File: src/rtl/cu_pkg.sv
// rtl/cu_pkg.sv - shared state codes, opcodes and control encodings for mc_control_unit
package cu_pkg;

  // Five-bit state codes; the code is also shown on status[4:0].
  typedef enum logic [4:0] {
    ST_RESET   = 5'd0,
    ST_FETCH   = 5'd1,
    ST_DECODE  = 5'd2,
    ST_MOV     = 5'd3,
    ST_ADD     = 5'd4,
    ST_SUB     = 5'd5,
    ST_CMP     = 5'd6,
    ST_SHL     = 5'd7,
    ST_SHR     = 5'd8,
    ST_INC     = 5'd9,
    ST_DEC     = 5'd10,
    ST_LD      = 5'd11,
    ST_STO     = 5'd12,
    ST_LDI     = 5'd13,
    ST_JE      = 5'd14,
    ST_JNE     = 5'd15,
    ST_JC      = 5'd16,
    ST_JMP     = 5'd17,
    ST_HALT    = 5'd18,
    ST_CALL1   = 5'd19,
    ST_CALL2   = 5'd20,
    ST_RET1    = 5'd21,
    ST_EI      = 5'd22,
    ST_DI      = 5'd23,
    ST_INT1    = 5'd24,
    ST_INT2    = 5'd25,
    ST_ILLEGAL = 5'd31
  } state_t;

  localparam logic [6:0] OP_ADD  = 7'h70;
  localparam logic [6:0] OP_SUB  = 7'h71;
  localparam logic [6:0] OP_CMP  = 7'h72;
  localparam logic [6:0] OP_MOV  = 7'h73;
  localparam logic [6:0] OP_SHL  = 7'h74;
  localparam logic [6:0] OP_SHR  = 7'h75;
  localparam logic [6:0] OP_INC  = 7'h76;
  localparam logic [6:0] OP_DEC  = 7'h77;
  localparam logic [6:0] OP_LD   = 7'h78;
  localparam logic [6:0] OP_STO  = 7'h79;
  localparam logic [6:0] OP_LDI  = 7'h7A;
  localparam logic [6:0] OP_HALT = 7'h7B;
  localparam logic [6:0] OP_JE   = 7'h7C;
  localparam logic [6:0] OP_JNE  = 7'h7D;
  localparam logic [6:0] OP_JC   = 7'h7E;
  localparam logic [6:0] OP_JMP  = 7'h7F;
  localparam logic [6:0] OP_CALL = 7'h6C;
  localparam logic [6:0] OP_RET  = 7'h6D;
  localparam logic [6:0] OP_EI   = 7'h6E;
  localparam logic [6:0] OP_DI   = 7'h6F;

  localparam logic [3:0] ALU_PASS = 4'b0000;
  localparam logic [3:0] ALU_INC  = 4'b0010;
  localparam logic [3:0] ALU_DEC  = 4'b0011;
  localparam logic [3:0] ALU_ADD  = 4'b0100;
  localparam logic [3:0] ALU_SUB  = 4'b0101;
  localparam logic [3:0] ALU_SHR  = 4'b0110;
  localparam logic [3:0] ALU_SHL  = 4'b0111;

  localparam logic [1:0] ADR_PC  = 2'd0;
  localparam logic [1:0] ADR_REG = 2'd1;
  localparam logic [1:0] ADR_SP  = 2'd2;

  localparam logic [1:0] SSEL_ALU = 2'd0;
  localparam logic [1:0] SSEL_MEM = 2'd1;
  localparam logic [1:0] SSEL_PC  = 2'd2;

  localparam logic [1:0] PCSEL_REL = 2'd0;
  localparam logic [1:0] PCSEL_REG = 2'd1;
  localparam logic [1:0] PCSEL_MEM = 2'd2;
  localparam logic [1:0] PCSEL_VEC = 2'd3;

  // ALU function driven while sitting in an ALU state; CMP subtracts without writing back.
  function automatic logic [3:0] alu_op_of(state_t s);
    case (s)
      ST_ADD:          return ALU_ADD;
      ST_SUB, ST_CMP:  return ALU_SUB;
      ST_SHL:          return ALU_SHL;
      ST_SHR:          return ALU_SHR;
      ST_INC:          return ALU_INC;
      ST_DEC:          return ALU_DEC;
      default:         return ALU_PASS;
    endcase
  endfunction

endpackage

File: src/rtl/cu_decode.sv
// rtl/cu_decode.sv - opcode to first execution state map
module cu_decode
  import cu_pkg::*;
(
  input  logic [6:0] opcode_i,
  output state_t     next_state_o
);

  // Anything not in the instruction set lands in ILLEGAL.
  always_comb begin
    next_state_o = ST_ILLEGAL;
    case (opcode_i)
      OP_ADD:  next_state_o = ST_ADD;
      OP_SUB:  next_state_o = ST_SUB;
      OP_CMP:  next_state_o = ST_CMP;
      OP_MOV:  next_state_o = ST_MOV;
      OP_SHL:  next_state_o = ST_SHL;
      OP_SHR:  next_state_o = ST_SHR;
      OP_INC:  next_state_o = ST_INC;
      OP_DEC:  next_state_o = ST_DEC;
      OP_LD:   next_state_o = ST_LD;
      OP_STO:  next_state_o = ST_STO;
      OP_LDI:  next_state_o = ST_LDI;
      OP_HALT: next_state_o = ST_HALT;
      OP_JE:   next_state_o = ST_JE;
      OP_JNE:  next_state_o = ST_JNE;
      OP_JC:   next_state_o = ST_JC;
      OP_JMP:  next_state_o = ST_JMP;
      OP_CALL: next_state_o = ST_CALL1;
      OP_RET:  next_state_o = ST_RET1;
      OP_EI:   next_state_o = ST_EI;
      OP_DI:   next_state_o = ST_DI;
      default: next_state_o = ST_ILLEGAL;
    endcase
  end

endmodule

File: src/rtl/mc_control_unit.sv
// rtl/mc_control_unit.sv - multi-cycle Moore control unit with wait states, CALL/RET and interrupt
module mc_control_unit
  import cu_pkg::*;
#(
  parameter int DW           = 16,
  parameter int RA           = 3,
  parameter bit ILLEGAL_STOP = 1'b1
) (
  input  logic          clk,
  input  logic          reset,
  input  logic [DW-1:0] IR,
  input  logic          N,
  input  logic          Z,
  input  logic          C,
  input  logic          mem_rdy,
  input  logic          irq,
  output logic [RA-1:0] W_Adr,
  output logic [RA-1:0] R_Adr,
  output logic [RA-1:0] S_Adr,
  output logic [1:0]    adr_sel,
  output logic [1:0]    s_sel,
  output logic          md_sel,
  output logic          pc_ld,
  output logic          pc_inc,
  output logic [1:0]    pc_sel,
  output logic          ir_ld,
  output logic          mw_en,
  output logic          rw_en,
  output logic          sp_inc,
  output logic          sp_dec,
  output logic [3:0]    alu_op,
  output logic          irq_ack,
  output logic          ie,
  output logic [7:0]    status
);

  state_t       state_q, state_d;
  state_t       dec_state;
  logic [2:0]   flags_q, flags_d;   // {N, Z, C}
  logic         ie_q, ie_d;
  logic [RA-1:0] w_fld, r_fld, s_fld;
  logic         take_irq;

  assign w_fld    = IR[3*RA-1:2*RA];
  assign r_fld    = IR[2*RA-1:RA];
  assign s_fld    = IR[RA-1:0];
  assign take_irq = irq & ie_q;

  cu_decode u_decode (
    .opcode_i     (IR[DW-1:DW-7]),
    .next_state_o (dec_state)
  );

  // State, flag and interrupt-enable registers; reset aborts any access in progress.
  always_ff @(posedge clk or posedge reset) begin
    if (reset) begin
      state_q <= ST_RESET;
      flags_q <= 3'b000;
      ie_q    <= 1'b0;
    end else begin
      state_q <= state_d;
      flags_q <= flags_d;
      ie_q    <= ie_d;
    end
  end

  // Next-state and control word; every output starts from the idle control word.
  always_comb begin
    state_d = state_q;
    flags_d = flags_q;
    ie_d    = ie_q;
    W_Adr   = '0;
    R_Adr   = '0;
    S_Adr   = '0;
    adr_sel = ADR_PC;
    s_sel   = SSEL_ALU;
    md_sel  = 1'b0;
    pc_ld   = 1'b0;
    pc_inc  = 1'b0;
    pc_sel  = PCSEL_REL;
    ir_ld   = 1'b0;
    mw_en   = 1'b0;
    rw_en   = 1'b0;
    sp_inc  = 1'b0;
    sp_dec  = 1'b0;
    alu_op  = ALU_PASS;
    irq_ack = 1'b0;
    case (state_q)
      ST_RESET: state_d = ST_FETCH;
      ST_FETCH: begin
        // The interrupt wins even if the fetch would complete this cycle,
        // so the PC is never advanced past an instruction that is not run.
        if (take_irq) begin
          state_d = ST_INT1;
        end else begin
          adr_sel = ADR_PC;
          if (mem_rdy) begin
            ir_ld   = 1'b1;
            pc_inc  = 1'b1;
            state_d = ST_DECODE;
          end
        end
      end
      ST_DECODE: state_d = dec_state;
      ST_MOV, ST_ADD, ST_SUB, ST_CMP, ST_SHL, ST_SHR, ST_INC, ST_DEC: begin
        W_Adr   = w_fld;
        R_Adr   = r_fld;
        S_Adr   = s_fld;
        rw_en   = (state_q != ST_CMP);
        alu_op  = alu_op_of(state_q);
        if (state_q != ST_MOV) flags_d = {N, Z, C};
        state_d = ST_FETCH;
      end
      ST_LD: begin
        adr_sel = ADR_REG;
        R_Adr   = s_fld;
        W_Adr   = w_fld;
        s_sel   = SSEL_MEM;
        if (mem_rdy) begin
          rw_en   = 1'b1;
          state_d = ST_FETCH;
        end
      end
      ST_STO: begin
        adr_sel = ADR_REG;
        R_Adr   = w_fld;
        S_Adr   = s_fld;
        mw_en   = 1'b1;
        if (mem_rdy) state_d = ST_FETCH;
      end
      ST_LDI: begin
        adr_sel = ADR_PC;
        W_Adr   = w_fld;
        s_sel   = SSEL_MEM;
        if (mem_rdy) begin
          rw_en   = 1'b1;
          pc_inc  = 1'b1;
          state_d = ST_FETCH;
        end
      end
      ST_JE: begin
        pc_ld   = flags_q[1];
        state_d = ST_FETCH;
      end
      ST_JNE: begin
        pc_ld   = ~flags_q[1];
        state_d = ST_FETCH;
      end
      ST_JC: begin
        pc_ld   = flags_q[0];
        state_d = ST_FETCH;
      end
      ST_JMP: begin
        S_Adr   = s_fld;
        pc_sel  = PCSEL_REG;
        pc_ld   = 1'b1;
        state_d = ST_FETCH;
      end
      ST_HALT: begin
        // PC already points past HALT, so the pushed return address resumes after it.
        if (take_irq) state_d = ST_INT1;
      end
      ST_CALL1: begin
        sp_dec  = 1'b1;
        state_d = ST_CALL2;
      end
      ST_CALL2, ST_INT2: begin
        adr_sel = ADR_SP;
        md_sel  = 1'b1;
        mw_en   = 1'b1;
        if (state_q == ST_CALL2) begin
          S_Adr  = s_fld;
          pc_sel = PCSEL_REG;
        end else begin
          pc_sel = PCSEL_VEC;
        end
        if (mem_rdy) begin
          pc_ld   = 1'b1;
          state_d = ST_FETCH;
        end
      end
      ST_RET1: begin
        adr_sel = ADR_SP;
        pc_sel  = PCSEL_MEM;
        if (mem_rdy) begin
          pc_ld   = 1'b1;
          sp_inc  = 1'b1;
          state_d = ST_FETCH;
        end
      end
      ST_EI: begin
        ie_d    = 1'b1;
        state_d = ST_FETCH;
      end
      ST_DI: begin
        ie_d    = 1'b0;
        state_d = ST_FETCH;
      end
      ST_INT1: begin
        sp_dec  = 1'b1;
        irq_ack = 1'b1;
        ie_d    = 1'b0;
        state_d = ST_INT2;
      end
      ST_ILLEGAL: state_d = ILLEGAL_STOP ? ST_ILLEGAL : ST_FETCH;
      default:    state_d = ST_RESET;
    endcase
  end

  // Debug view: flags plus state code, with fixed patterns for RESET and ILLEGAL.
  always_comb begin
    ie = ie_q;
    if (state_q == ST_RESET)        status = 8'hFF;
    else if (state_q == ST_ILLEGAL) status = 8'hF0;
    else                            status = {flags_q, state_q};
  end

endmodule
File: config.mk
export PLATFORM = sky130hd
export DESIGN_NAME = mc_control_unit
export DESIGN_NICKNAME = d
export VERILOG_FILES = /design/src/rtl/cu_pkg.sv /design/src/rtl/cu_decode.sv /design/src/rtl/mc_control_unit.sv
export SDC_FILE = /design/constraint.sdc
export NUM_CORES = 1
export LEC_CHECK = 0
export CORE_ASPECT_RATIO = 0.7
export CORE_MARGIN = 10
export CORE_UTILIZATION = 47
export DETAILED_ROUTE_END_ITERATION = 10
export PLACE_DENSITY_LB_ADDON = 0.2
export RECOVER_POWER = 25
export REMOVE_ABC_BUFFERS = 1
export SLEW_MARGIN = 20
export SYNTH_ARGS = -nofsm -noshare
export SYNTH_HDL_FRONTEND = slang
export SYNTH_SLANG_ARGS = --single-unit
File: constraint.sdc
create_clock -name clk -period 3.2 [get_ports clk]
set_clock_uncertainty 0.1 [all_clocks]
set_input_delay 0.64 -clock clk [delete_from_list [all_inputs] [get_ports clk]]
set_output_delay 0.64 -clock clk [all_outputs]
set_load 0.03 [all_outputs]
==> results.sh, run 1 <==
export IMPL_gp_congestion=0.9221
export IMPL_worst_pin_slew_ps=615.3
export IMPL_areaGrowthSynthToFinish_pct=44.82
export IMPL_status="complete, no violations"
export IMPL_clockBufferDepth=2
export IMPL_antenna_found_initial=0
export IMPL_cp_required_ps=2460
export IMPL_maxCapViolations=0
export IMPL_cp_startpoint="state_q[0]$_DFFE_PP0P_"
export IMPL_drt_pass1_iter_count=5
export IMPL_drt_wl_total_um=5083
export IMPL_crit_arrival_ps=2330
export IMPL_rsz0062_at_grt="no"
export IMPL_crit_path_end_kind="primary output"
export IMPL_grt_use_total=0.1686
export IMPL_slew_headroom=0.5898
export IMPL_grt_busiest_layer="met2"
export IMPL_reg2reg_depth=5
export IMPL_die_area_um2=5666
export IMPL_yosys_warnings=0
export IMPL_synth_edf_count=0
export IMPL_gr_usage_met1=0.2353
export IMPL_synth_ff_type="dfrtp_1"
export IMPL_ioPinCount=60
export IMPL_clk_insertion_delay_late_ps=230
export IMPL_hold_buffers=0
export IMPL_grt_start_max_net_pins=23
export IMPL_syn_area_um2=1424
export IMPL_clkSinkCount=9
export IMPL_tns_ps=0
export IMPL_grt_overflow_total=0
export IMPL_h_tree_depth=1
export IMPL_fin_area_um2=2062
export IMPL_drive_gt1_frac=0.1255
export IMPL_path_clk_slew_ps=40
export IMPL_p_total_w=0.002169
export IMPL_dp_hpwl_um=4072
export IMPL_path_max_fanout=11
export IMPL_io_buffers=57
export IMPL_p_leak_nw=0.8172
export IMPL_postRouteAntennaNets=0
export IMPL_cts_buffers=3
export IMPL_cts_root_buffer="clkbuf_8"
export IMPL_place_area_um2=1999
export IMPL_viasPerCell=6.050
export IMPL_rows=16
export IMPL_max_freq_mhz=326.3
export IMPL_crit_chain="buf_4, nand2b_1, a311oi_2, and2_1, clkdlybuf4s50_1"
export IMPL_syn_inst=213
export IMPL_path_delay_family="buffers and inverters"
export IMPL_setup_viol=0
export IMPL_die_x_um=85.79
export IMPL_min_period_over_period=0.9579
export IMPL_die_h_um=66.05
export IMPL_start_util=0.5009
export IMPL_max_stage_delay_ps=670
export IMPL_cts_setup_buffers=0
export IMPL_min_period_ps=3065
export IMPL_layout_commonest_cell="clkdlybuf4s50_1"
export IMPL_core_um2=2843
export IMPL_grt_pass1_wl_um=8031
export IMPL_crit_buf_inv=2
export IMPL_ir_drop_uv=557.6
export IMPL_grt_met3_usage=0.05049
export IMPL_report_final_slew_viol_count=0
export IMPL_cellPowerDensity_nw_per_um2=1052
export IMPL_nNetsFinal=287
export IMPL_hold_viol_final=0
export IMPL_hold_ws_ps=383.4
export IMPL_r2r_start="state_q[4]$_DFFE_PP0P_"
export IMPL_drc=0
export IMPL_yosys_cell_types_count=52
export IMPL_seq_area_frac_synth=0.1582
export IMPL_drtIter0Drc=169
export IMPL_synthArstFlopShare=1.000
export IMPL_r2r_slack_ps=990
export IMPL_syn_avg_cell_area_um2=6.685
export IMPL_cp_depth=5
export IMPL_post_drt_wl_per_cell_um=17.00
export IMPL_grt_pass1_vias=1566
export IMPL_timing_rr_end="state_q[3]$_DFFE_PP0P_"
export IMPL_crit_path_end="W_Adr[2]"
export IMPL_worstHoldPathType="flop to flop"
export IMPL_cts_tree="yes"
export IMPL_final_cell_mix="clkdlybuf4s50_1 (52), nand2_1 (25), a21oi_1 (20)"
export IMPL_ys_seq_elements=9
export IMPL_cpMaxStageDelayCell="clkdlybuf4s50_1"
export IMPL_num_vias=1809
export IMPL_critPathLaunchType="flop"
export IMPL_grt_met2_usage=0.2491
export IMPL_worstSetupPathType="flop to primary output"
export IMPL_antenna_cells=0
-- per-layer routing --
layer	vias to the layer above	wire [µm]
met5	-	0
met4	0	12
met3	2	587
met2	98	2183
met1	833	2299
li1	876	-
-- worst register-to-register path, delay by kind of cell, from the launching register on --
kind | cells | cell delay, ps
AOI/OAI and AO/OA | 3 | 500
DFF | 1 | 590
and+or+nand+nor | 2 | 930
-- cell usage after synthesis, drive strengths merged (5+ instances only) --
library cell  count  area (µm²)
o21ai            14       70.07
clkbuf            7       26.28
and2              9       56.30
buf              15       82.57
dfrtp             9       225.2
nand3             6       30.03
inv               6       22.52
nor3              8       40.04
nand2            25       93.84
or2               6       37.54
nor2             17       66.32
o22ai             5       43.79
a21oi            20       100.1
-- timing repair --
item	4_1_cts	5_1_grt
endpoints found under the setup margin	2	11
resized for setup	2	4
gates cloned	0	0
-- state kept, by name, summed over array words and instances, names as in the netlist --
register,count
flags_q,3
ie,1
state_q,5
-- logic make-up after synthesis --
group / count (synthesis) / synth area share
other cells: 1 / 0.002634
mux: 4 / 0.03163
simple gates: 96 / 0.3532
flops: 9 / 0.1582
buf+inv: 28 / 0.09226
xor+xnor: 4 / 0.02461
compound gates: 71 / 0.3374
-- how the worst min path moves through the flow --
stage	slack, ps	startpoint	to	cells past startpoint
CTS	390	flags_q[2]$_DFFE_PP0P_	flags_q[2]$_DFFE_PP0P_	1
global route	430	flags_q[2]$_DFFE_PP0P_	flags_q[2]$_DFFE_PP0P_	1
detailed placement	380	flags_q[2]$_DFFE_PP0P_	flags_q[2]$_DFFE_PP0P_	1
finish	380	flags_q[2]$_DFFE_PP0P_	flags_q[2]$_DFFE_PP0P_	1
floorplan	350	flags_q[2]$_DFFE_PP0P_	flags_q[2]$_DFFE_PP0P_	1
global placement	370	flags_q[2]$_DFFE_PP0P_	flags_q[2]$_DFFE_PP0P_	1
-- power by group --
part | total (W) | switching (W) | leakage [nW] | internal [W]
combinational | 0.00175 | 0.00103 | 0.686 | 0.000719
sequential | 0.000293 | 0.000123 | 0.108 | 0.000170
clock | 0.000129 | 0.0000422 | 0.0228 | 0.0000865
-- through the flow --
step | worst slack, ps | util | cells
after floorplan | 441.8 | - | 192
after global placement | 184.8 | 0.7033 | 295
after detailed placement | 156.4 | 0.7033 | 295
after CTS | 73.57 | 0.7201 | 299
after global routing | 8.316 | 0.7254 | 299
final | 134.9 | 0.7254 | 299
-- layout make-up --
type / instances / area (µm²)
timing repair buffer: 67 / 635.6
multi-input combinational: 177 / 1085
fill: 255 / 780.7
sequential: 9 / 229.0
inverter: 6 / 22.52
clock buffer: 4 / 45.04
tap: 36 / 45.04
No activity file was read; power rests on OpenSTA's default activity.
==> run 2, diff against run 1 <==
--- a/config.mk
+++ b/config.mk
@@ -7,8 +7,9 @@
 export LEC_CHECK = 0
 export CORE_ASPECT_RATIO = 0.7
 export CORE_MARGIN = 10
-export CORE_UTILIZATION = 47
+export CORE_UTILIZATION = 48
 export DETAILED_ROUTE_END_ITERATION = 10
+export DONT_BUFFER_PORTS = 1
 export PLACE_DENSITY_LB_ADDON = 0.2
 export RECOVER_POWER = 25
 export REMOVE_ABC_BUFFERS = 1
==> results.sh, run 2 (synthesized netlist as in run 1, its figures left out) <==
export IMPL_rsz0062_at_grt="no"
export IMPL_areaGrowthSynthToFinish_pct=7.996
export IMPL_grt_use_total=0.1621
export IMPL_clk_insertion_delay_late_ps=240
export IMPL_layout_commonest_cell="nand2_1"
export IMPL_die_area_um2=5580
export IMPL_min_period_over_period=0.8882
export IMPL_worstHoldPathType="input pin to asynchronous set/reset pin"
export IMPL_cts_root_buffer="clkbuf_8"
export IMPL_die_x_um=85.10
export IMPL_critPathLaunchType="flop"
export IMPL_slew_headroom=0.5625
export IMPL_antenna_cells=0
export IMPL_grt_pass1_wl_um=7562
export IMPL_cts_resized=0
export IMPL_cp_required_ps=2460
export IMPL_clkSinkCount=9
export IMPL_h_tree_depth=1
export IMPL_ir_drop_uv=535.6
export IMPL_largest_reg_flops=5
export IMPL_setup_viol=0
export IMPL_core_um2=2823
export IMPL_largest_register="state_q"
export IMPL_drive_gt1_frac=0.1455
export IMPL_crit_arrival_ps=2100
export IMPL_drt_wl_total_um=4884
export IMPL_grt_overflow_total=0
export IMPL_timing_rr_end="state_q[4]$_DFFE_PP0P_"
export IMPL_finish_utilization=0.5448
export IMPL_hold_viol_final=0
export IMPL_io_buffers=0
export IMPL_ioPinCount=60
export IMPL_hold_buffers=0
export IMPL_antenna_found_initial=0
export IMPL_dp_hpwl_um=3744
export IMPL_postRouteAntennaNets=0
export IMPL_grt_pass1_vias=1495
export IMPL_p_leak_nw=0.6406
export IMPL_hold_ws_ps=137.2
export IMPL_tns_ps=0
export IMPL_path_max_fanout=10
export IMPL_clockBufferDepth=2
export IMPL_worstSetupPathType="flop to primary output"
export IMPL_maxCapViolations=0
export IMPL_stdcell_count=249
export IMPL_cts_buffers=3
export IMPL_r2r_start="state_q[2]$_DFFE_PP0P_"
export IMPL_cellPowerDensity_nw_per_um2=1199
export IMPL_rows=16
export IMPL_viasPerCell=6.430
export IMPL_start_util=0.5044
export IMPL_timing_final_ws_setup_ps=357.7
export IMPL_cts_setup_buffers=0
export IMPL_drtIter0Drc=151
export IMPL_reg2reg_depth=7
export IMPL_path_clk_slew_ps=50
export IMPL_min_period_ps=2842
export IMPL_gp_congestion=0.9186
export IMPL_num_vias=1601
export IMPL_r2r_slack_ps=810
export IMPL_drt_pass1_iter_count=4
export IMPL_pre_cts_slack_ps=717.5
export IMPL_status="complete, no violations"
export IMPL_nNetsFinal=237
export IMPL_dp_cells=245
export IMPL_report_final_slew_viol_count=0
export IMPL_worst_pin_slew_ps=658.3
export IMPL_crit_path_end_kind="primary output"
export IMPL_post_drt_wl_per_cell_um=19.61
export IMPL_drc=0
export IMPL_final_cell_mix="nand2_1 (25), a21oi_1 (20), nor2_1 (16), buf_4 (16), dfrtp_1 (9)"
export IMPL_die_h_um=65.57
export IMPL_cts_tree="yes"
export IMPL_max_freq_mhz=351.8
export IMPL_grt_start_max_net_pins=26
run 2: cell types whose count changed in the layout (fill, tap and decap cells not counted), sizes merged:
cell | before | now
dlygate4sd3 | 1 | 0
buf | 14 | 16
clkinv | 0 | 1
clkdlybuf4s50 | 52 | 0
run 2: layout make-up:
cell class	instances	area [µm²]
clock inverters	1	5.005
multi-input cells	177	1071
flip-flops and latches	9	225.2
well taps	36	45.04
inverters	6	22.52
repair buffers	17	127.6
clock buffers	3	41.29
fillers	262	1285
run 2: worst max-delay path by stage:
stage               cells past startpoint                   start        to  slack (ps)
floorplan                               4  state_q[2]$_DFFE_PP0P_     pc_ld         440
global route                            5  state_q[0]$_DFFE_PP0P_  S_Adr[2]         220
CTS                                     5  state_q[2]$_DFFE_PP0P_     mw_en         440
finish                                  5  state_q[0]$_DFFE_PP0P_  S_Adr[2]         360
global placement                        5  state_q[2]$_DFFE_PP0P_     mw_en         770
detailed placement                      5  state_q[2]$_DFFE_PP0P_     mw_en         720
run 2: critical path, stage by stage (launching register included):
cell and delay, ps:
dfrtp_1 550, and2_0 430, nor2_1 150, a2bb2oi_1 170, o21ai_1 200, and2_1 360
run 2: power by group:
| group | leakage, nW | switching, W | internal [W] |
|---|---|---|---|
| Clock | 0.0255 | 0.0000484 | 0.0000851 |
| Sequential | 0.112 | 0.000123 | 0.000166 |
| Combinational | 0.503 | 0.000983 | 0.000438 |
| Total | 0.641 | 0.00115 | 0.000690 |
run 2: through the flow:
step                instance area [µm²]  power [W]
floorplan                          1319   0.001344
finish                             1538   0.001844
global placement                   1491   0.001662
detailed placement                 1491   0.001690
global route                       1538   0.001974
CTS                                1538   0.001834
run 2: metal layers:
metal / wire length [µm] / part of all wire / up-vias / GRT usage
li1: - / - / 776 / -
met1: 1999 / 0.41 / 739 / 0.1940
met2: 2230 / 0.46 / 78 / 0.2519
met3: 581 / 0.12 / 8 / 0.07143
met4: 72 / 0.015 / 0 / 0.05943
met5: 0 / 0 / - / 0
